$ cat config.mk
export PLATFORM = sky130hd
export DESIGN_NAME = clkdiv_ctrl
export DESIGN_NICKNAME = d
export VERILOG_FILES = /design/src/rtl/clkdiv_pkg.sv /design/src/rtl/clkdiv_counter.sv /design/src/rtl/clkdiv_ctrl.sv
export SDC_FILE = /design/constraint.sdc
export NUM_CORES = 1
export LEC_CHECK = 0
export ABC_AREA = 0
export CAP_MARGIN = 40
export CORE_ASPECT_RATIO = 1.75
export CORE_MARGIN = 5
export CORE_UTILIZATION = 30
export CTS_CLUSTER_DIAMETER = 100
export DETAILED_ROUTE_END_ITERATION = 7
export GPL_TIMING_DRIVEN = 0
export MAX_ROUTING_LAYER = met4
export PLACE_DENSITY_LB_ADDON = 0.08
export REMOVE_ABC_BUFFERS = 1
export SLEW_MARGIN = 20
export SYNTH_ARGS = -nofsm -noshare
export SYNTH_HDL_FRONTEND = slang
export SYNTH_HIERARCHICAL = 1
export SYNTH_SLANG_ARGS = --single-unit
$ cat constraint.sdc
create_clock -name clk -period 7.6 [get_ports clk]
set_input_delay 0.76 -clock clk [delete_from_list [all_inputs] [get_ports clk]]
set_output_delay 0.76 -clock clk [all_outputs]
set_load 0.01 [all_outputs]
$ cat src/rtl/clkdiv_pkg.sv
// Shared constants for the clock-divider run controller:
// FSM state encodings and tick counter width/saturation value.
package clkdiv_pkg;

    localparam logic [1:0] ST_IDLE = 2'd0;
    localparam logic [1:0] ST_RUN  = 2'd1;
    localparam logic [1:0] ST_STOP = 2'd2;

    localparam int          TICK_W   = 16;
    localparam logic [15:0] TICK_SAT = 16'hFFFF;

endpackage

$ cat src/rtl/clkdiv_counter.sv
// Period counter: counts 0..tc then wraps; held at zero while cleared.
// wrap flags the last cycle of each period.
module clkdiv_counter #(
    parameter int N = 26
) (
    input  logic         clk,
    input  logic         reset,
    input  logic         clr,
    input  logic         en,
    input  logic [N-1:0] tc,
    output logic [N-1:0] cnt,
    output logic         wrap
);

    assign wrap = (cnt == tc);

    always_ff @(posedge clk or negedge reset) begin
        if (!reset) begin
            cnt <= '0;
        end else if (clr) begin
            cnt <= '0;
        end else if (en) begin
            cnt <= wrap ? '0 : cnt + N'(1);
        end
    end

endmodule

$ cat src/rtl/clkdiv_ctrl.sv
// Run control and period-boundary reconfiguration for the clock divider.
// Define CLKDIV_TICKCNT_EN to add the saturating tick_cnt output.
module clkdiv_ctrl
    import clkdiv_pkg::*;
#(
    parameter int          N = 26,
    parameter int unsigned M = 12500000
) (
    input  logic              clk,
    input  logic              reset,
    input  logic              start,
    input  logic              stop,
    input  logic              cfg_valid,
    input  logic [N-1:0]      cfg_tc,
    output logic              cfg_ready,
    output logic              tick,
    output logic              q,
    output logic              busy
`ifdef CLKDIV_TICKCNT_EN
    ,
    output logic [TICK_W-1:0] tick_cnt
`endif
);

    localparam logic [N-1:0] M_TC = N'(M);

    logic [1:0]   state;
    logic [1:0]   state_nxt;
    logic [N-1:0] cnt;
    logic [N-1:0] tc_act;
    logic [N-1:0] tc_pend;
    logic         pend;
    logic         wrap;
    logic         running;
    logic         xfer;
    logic [N-1:0] tce;

    assign running = (state != ST_IDLE);

    clkdiv_counter #(.N(N)) u_cnt (
        .clk   (clk),
        .reset (reset),
        .clr   (!running),
        .en    (running),
        .tc    (tc_act),
        .cnt   (cnt),
        .wrap  (wrap)
    );

    assign tick      = running && wrap;
    assign q         = running && (cnt >= (tc_act >> 1));
    assign busy      = running;
    assign cfg_ready = !pend;
    assign xfer      = cfg_valid && !pend;
    assign tce       = (cfg_tc == '0) ? N'(1) : cfg_tc;

    // A fresh start in STOPPING cancels the stop even on the wrap cycle.
    always_comb begin
        state_nxt = state;
        unique case (state)
            ST_IDLE: if (start && !stop) state_nxt = ST_RUN;
            ST_RUN:  if (stop) state_nxt = ST_STOP;
            ST_STOP: begin
                if (start && !stop) state_nxt = ST_RUN;
                else if (wrap)      state_nxt = ST_IDLE;
            end
            default: state_nxt = ST_IDLE;
        endcase
    end

    always_ff @(posedge clk or negedge reset) begin
        if (!reset) begin
            state <= ST_IDLE;
        end else begin
            state <= state_nxt;
        end
    end

    // xfer needs !pend, so the apply and capture branches never collide.
    always_ff @(posedge clk or negedge reset) begin
        if (!reset) begin
            tc_act  <= M_TC;
            tc_pend <= '0;
            pend    <= 1'b0;
        end else begin
            if (xfer && !running) begin
                tc_act <= tce;
            end
            if (xfer && running) begin
                tc_pend <= tce;
                pend    <= 1'b1;
            end
            if (tick && pend) begin
                tc_act <= tc_pend;
                pend   <= 1'b0;
            end
        end
    end

`ifdef CLKDIV_TICKCNT_EN
    always_ff @(posedge clk or negedge reset) begin
        if (!reset) begin
            tick_cnt <= '0;
        end else if (!running && state_nxt == ST_RUN) begin
            tick_cnt <= '0;
        end else if (tick && tick_cnt != TICK_SAT) begin
            tick_cnt <= tick_cnt + 16'd1;
        end
    end
`endif

endmodule
Yosys cells after proc, flatten, opt, wreduce, memory -nomap -nowiden
Cells that the tools add are included.
- bits in registers: 81
- output and inout port bits: 4
- logic and storage cells: 41
- add/sub/neg operators: 1
- magnitude comparators: 1
- equal/unequal tests: 6
- mux-type cells: 12
- reduce and logical (&&, ||, !) cells: 16
- operators with widths (cell ; number):
    $mux 26 ; 5
    $add 26x1->26 const B ; 1
    $eq 26x26->1 ; 1
    $ge 26x25->1 ; 1
    $logic_not 26->1 ; 1
    $mux 2 ; 4
    $logic_and 1x1->1 ; 7
    $pmux 2 s3 ; 1
    $reduce_bool 2->1 ; 3
    $ne 2x2->1 const B ; 2
    $logic_not 1->1 ; 3
    $ne 3x2->1 const B ; 1
    $reduce_and 3->1 ; 1
    $eq 2x1->1 const B ; 1
    $eq 2x2->1 const B ; 1
    $logic_not 2->1 ; 1
    $mux 1 ; 2

Logic depth before layout (Yosys ltp)
Gate-level depths: netlist of run 1.
- depth after elaboration: 5
- mapped depth: 11
- depth with buffers taken out: 8

Hierarchy
The synthesis of run 1 kept the hierarchy.
- by module, submodules not included (module ; instances ; cells each ; area an instance (um^2) ; sequential area each (um^2)):
    clkdiv_ctrl ; 1 ; 269 ; 2976.6 ; 1391.3
    clkdiv_counter ; 1 ; 168 ; 1617.8 ; 650.6

Worst setup path before layout of run 1
Ideal clock, no wire load.
- path kind: reg2out
- start point: register tc_act[10]
- end point: output port q
- data arrival time: 1.799 ns
- data required time: 6.840 ns
- slack: 5.041 ns
- stages on the path, launching flop included: 8
- path buffers: 0
- path through: dfstp_2 -> inv_1 -> ha_1 -> nand4_1 -> nor4_1 -> nor3_1 -> or2_2 -> a31oi_1
- longest elaborated chain between the ends: 2
- RTL lines (item ; RTL line ; text):
    start: declaration ; clkdiv_ctrl.sv:30 ; logic [N-1:0] tc_act;
    start signal: assignment ; clkdiv_ctrl.sv:87 ; tc_act <= tce;
    start signal: assignment ; clkdiv_ctrl.sv:94 ; tc_act <= tc_pend;
    $ge 26x25->1 ; clkdiv_ctrl.sv:51 ; assign q = running && (cnt >= (tc_act >> 1));
    $logic_and 1x1->1 ; clkdiv_ctrl.sv:51 ;
    end: declaration ; clkdiv_ctrl.sv:17 ; output logic q,
No other way between the ends.

Worst setup path in the final report of run 1
- start point: register tc_act[12]
- end point: output port q
Same word-level chain as after synthesis.

==> report_table.html, run 1 <==
<table>
<tr><th>Metric</th><th>Value</th></tr>
<tr><th colspan="2">Run status</th></tr>
<tr><td>Result of the run</td><td>completed</td></tr>
<tr><th colspan="2">Placement</th></tr>
<tr><td>Dpl hpwl</td><td>8600 um</td></tr>
<tr><td>I/O Buffers</td><td>34</td></tr>
<tr><td>Final weighted congestion of routability-driven global placement</td><td>0.830</td></tr>
<tr><td>Worst slack at placement</td><td>4.06 ns</td></tr>
<tr><th colspan="2">Min path</th></tr>
<tr><td>Worst hold path class</td><td>in2async</td></tr>
<tr><th colspan="2">Layout</th></tr>
<tr><td>Fraction of final layout cells sized beyond drive strength 1</td><td>13.1%</td></tr>
<tr><td>Most common cell after layout, fill and taps aside</td><td>dfrtp_1</td></tr>
<tr><td>Most frequent cells in the layout</td><td>69 x dfrtp_1, 43 x xor2_1, 33 x clkdlybuf4s50_1</td></tr>
<tr><td>Antenna diode instance count</td><td>0</td></tr>
<tr><td>Layout overhead on the synthesized area</td><td>18.0%</td></tr>
<tr><td>Final-stage net count</td><td>526</td></tr>
<tr><td>Core Util, Final</td><td>between 30% and 40%</td></tr>
<tr><th colspan="2">Critical path</th></tr>
<tr><td>Number of buffers and inverters on the critical path</td><td>2</td></tr>
<tr><td>Worst Path Arrival</td><td>2.95 ns</td></tr>
<tr><td>Critical path launch point type</td><td>flip-flop</td></tr>
<tr><td>Max incr delay on CP</td><td>0.58 ns</td></tr>
<tr><td>Slowest-stage cell, CP</td><td>clkdlybuf4s50_1</td></tr>
<tr><td>Largest fanout of any net on the critical path</td><td>2</td></tr>
<tr><td>Register-to-register path setup slack</td><td>4.94 ns</td></tr>
<tr><td>Critical path class</td><td>reg2out</td></tr>
<tr><td>Critical Path RT</td><td>about 7 ns</td></tr>
<tr><td>Top cell family by delay on the critical path</td><td>simple AND/OR/NAND/NOR gates</td></tr>
<tr><td>Endpoint type of the worst setup path</td><td>output pin</td></tr>
<tr><td>Worst path cell trace</td><td>inv_1 &gt; ha_1 &gt; nand4_1 &gt; nor4_1 &gt; nor3_1 &gt; or2_2 &gt; a31oi_1 &gt; clkdlybuf4s50_1</td></tr>
<tr><th colspan="2">Floorplanning</th></tr>
<tr><td>Ports</td><td>35</td></tr>
<tr><td>Initial core utilization</td><td>30.1%</td></tr>
<tr><td>Die footprint</td><td>0.0180 mm^2</td></tr>
<tr><td>DIE WIDTH</td><td>a little over 100 um</td></tr>
<tr><td>Placement row count</td><td>60</td></tr>
<tr><td>Die Ht</td><td>around 170 um</td></tr>
<tr><td>Core area</td><td>0.0152 mm^2</td></tr>
<tr><th colspan="2">Pwr</th></tr>
<tr><td>Net Sw Power</td><td>261 uW</td></tr>
<tr><td>Internal</td><td>760 uW</td></tr>
<tr><td>Leakage</td><td>2.44 nW</td></tr>
<tr><td>Proportion of power drawn by flip-flops and latches</td><td>45.9%</td></tr>
<tr><td>Fraction of power consumed by the clock network</td><td>42.7%</td></tr>
<tr><td>Pwr Total</td><td>around 1 mW</td></tr>
<tr><td>Switching fraction of total power</td><td>25.5%</td></tr>
<tr><td>Power density over cell area</td><td>between 150 and 200 mW/mm^2</td></tr>
<tr><td>Worst VDD drop</td><td>93.5 uV</td></tr>
<tr><td>Combinational cell fraction of total power</td><td>11.4%</td></tr>
<tr><th colspan="2">Detailed routing</th></tr>
<tr><td>Total number of vias</td><td>3351</td></tr>
<tr><td>Remaining number of nets flagged by the antenna check after routing</td><td>0</td></tr>
<tr><td>TritonRoute pass-1 iters</td><td>4</td></tr>
<tr><td>DRC viols</td><td>0</td></tr>
<tr><td>Detailed Route WL</td><td>11300 um</td></tr>
<tr><td>Via density</td><td>5.08</td></tr>
<tr><td>DR WL/cell</td><td>about 17 um</td></tr>
<tr><td>1st-iter DRT viols</td><td>132</td></tr>
<tr><th colspan="2">Clocking</th></tr>
<tr><td>Cell at the root of the clock tree</td><td>clkbuf_16</td></tr>
<tr><td>Worst-Skew Late Latency</td><td>0.34 ns</td></tr>
<tr><td>Number of buffers on the longest clock path</td><td>2</td></tr>
<tr><td>Post-CTS setup buffer count</td><td>0</td></tr>
<tr><td>Total number of clock tree sinks</td><td>81</td></tr>
<tr><td>Clock input transition at the sequential cells of the worst setup and hold paths</td><td>0.07 ns</td></tr>
<tr><td>Clock tree from TritonCTS</td><td>built</td></tr>
<tr><td>Hold-fix buffers at CTS</td><td>0</td></tr>
<tr><td>Number of H-tree levels</td><td>3</td></tr>
<tr><td>Clock buffers created by TritonCTS</td><td>9</td></tr>
<tr><td>Post-cts gate resize count</td><td>0</td></tr>
<tr><th colspan="2">Timing</th></tr>
<tr><td>Worst rel slew slack</td><td>47.7%</td></tr>
<tr><td>Final setup violation count</td><td>0</td></tr>
<tr><td>Worst clock skew</td><td>0.0116 ns</td></tr>
<tr><td>Transition time at the pin with the least slew margin</td><td>0.785 ns</td></tr>
<tr><td>Max-slew violation total from the final report</td><td>0</td></tr>
<tr><td>Final Hold Vio Count</td><td>0</td></tr>
<tr><td>Final worst path period need</td><td>3.71 ns</td></tr>
<tr><td>Share of the clock period used by the worst path</td><td>approximately half</td></tr>
<tr><td>Total negative setup slack</td><td>0 ns</td></tr>
<tr><td>Max Fclk</td><td>270 MHz</td></tr>
<tr><td>Final Worst Setup Slack</td><td>3.89 ns</td></tr>
<tr><td>RSZ-0062 raised after global routing</td><td>false</td></tr>
<tr><th colspan="2">Yosys</th></tr>
<tr><td>Synthesis-stage register bit count</td><td>between 80 and 90</td></tr>
<tr><td>Library cell with the largest summed area after synthesis</td><td>dfrtp_1</td></tr>
<tr><td>Leading post-synthesis cells by cell area</td><td>dfrtp_1 38%, xor2_1 8.2%, ha_1 7.1%, dfstp_2 6.9%, a221o_1 5.2%</td></tr>
<tr><td>Number of flops mapped to enable cells by yosys</td><td>0</td></tr>
<tr><td>Synthesized instance count</td><td>between 400 and 500</td></tr>
<tr><td>Synth warn</td><td>6</td></tr>
<tr><td>Primary flip-flop cell chosen by synthesis mapping</td><td>dfrtp_1</td></tr>
<tr><td>Netlist cell types</td><td>48</td></tr>
<tr><td>Post-synth ARST share</td><td>100%</td></tr>
<tr><td>Area share of the largest cell type after synthesis</td><td>37.6%</td></tr>
<tr><td>Per-instance average area after synthesis</td><td>10.5 um^2</td></tr>
<tr><td>Post-synthesis sequential area ratio</td><td>approximately 44%</td></tr>
<tr><td>Post-Syn Area</td><td>around 0.0046 mm^2</td></tr>
<tr><th colspan="2">Global routing</th></tr>
<tr><td>Maximum number of pins on one net before global-route repair</td><td>44</td></tr>
<tr><td>Global-route congestion overflow total</td><td>0</td></tr>
<tr><td>Antenna violations before repair</td><td>0</td></tr>
<tr><td>First-pass GRT wire length</td><td>approximately 19000 um</td></tr>
<tr><td>Via count of the first global-routing pass</td><td>3488</td></tr>
<tr><td>Overall routing resource usage</td><td>a little over an eighth</td></tr>
<tr><th colspan="2">Flow run</th></tr>
<tr><td>Maxcap violations</td><td>0</td></tr>
</table>
[worst paths after layout]
kind | start | to | cells after the start
worst max-delay path | tc_act[12] | q | 8
max in group asynchronous | reset | tc_act[21] | 2
worst min-delay path | reset | tc_pend[16] | 1
worst min register to register | tc_pend[19] | tc_pend[19] | 1
min in group clk | tc_pend[19] | tc_pend[19] | 1
worst max register to register | u_cnt/cnt[12] | tc_act[24] | 9
[worst register-to-register path, delay by kind of cell (launching register included)]
kind | cells | cell delay (ns)
xor+xnor | 1 | 0.19
flops | 1 | 0.45
buf+inv | 2 | 0.45
simple gates | 5 | 1.19
compound gates | 1 | 0.27
[area by class of cell]
| cell class | count | area [um^2] |
|---|---|---|
| Fill cell | 1541 | 9820 |
| Tap cell | 186 | 233 |
| Inverter | 33 | 124 |
| Sequential cell | 81 | 2040 |
| Clock inverter | 6 | 67.6 |
| Timing Repair Buffer | 40 | 442 |
| Multi-Input combinational cell | 304 | 2290 |
| Clock buffer | 10 | 229 |
[kinds of logic (layout without fill, tap and decap cells)]
kind of cell,Yosys count,after routing,synth area share (%)
and+or+nand+nor,141,141,16.0
xor gates and xnor gates,47,47,8.96
muxes,26,26,6.37
AOI/OAI and AO/OA,64,64,11.2
adders and majority gates,26,26,7.08
DFF,81,81,44.4
buffers and inverters,52,89,5.94
[power by group through the flow]
stage                     logic [mW]  registers, mW  clock network, mW
after global routing           0.131          0.471              0.468
after CTS                      0.120          0.469              0.454
after floorplan               0.0626          0.472                  0
final                          0.117          0.469              0.436
after detailed placement       0.120          0.476                  0
after global placement         0.113          0.476                  0
[metrics by stage]
stage	instances	hold slack, ns	area (um^2)
after floorplan	418	0.458	4450
after global routing	660	0.451	5420
after CTS	658	0.420	5400
after detailed placement	642	0.478	5100
final	660	0.410	5420
after global placement	638	0.470	5020
[cell usage after synthesis (all sizes together), types with 4 or more instances]
cell type  count
a221o         24
xor2          43
xnor2          4
and3           7
ha            26
and4           4
nand4         11
o21ai          9
mux2          26
nor4          12
nand2         17
nor2          32
dfrtp         69
inv           33
nand3         17
buf           18
a21oi         12
nor3          29
dfstp         12
[flip-flops by register name, indices dropped and copies added, names as in the netlist]
signal	count
u_cnt/cnt	26
state	2
tc_pend	26
pend	1
tc_act	26
[layer usage]
metal	wire length, um	global-route usage, %	up-vias
met5	0	-	-
met4	410	6.68	0
met3	254	2.01	20
met2	5750	21.5	52
met1	4890	16.0	1643
li1	-	-	1636
No activity file was read; power rests on OpenSTA's default activity.
==> run 2, diff against run 1 <==
- clock period: 7.6 -> 3.8 ns (I/O delays scaled with it)
==> results of run 2 <==
Same layout as run 1 (identical final DEF). Status: completed.
Among the figures that moved: setup slack after placement 4.06 ns -> 0.600 ns; setup slack after layout 3.89 ns -> 0.474 ns; hold slack 0.410 ns -> 0.0301 ns; register-to-register setup slack 4.94 ns -> 1.14 ns; total power 1.02 mW -> 2.04 mW; worst IR drop on VDD 93.5 uV -> 187 uV
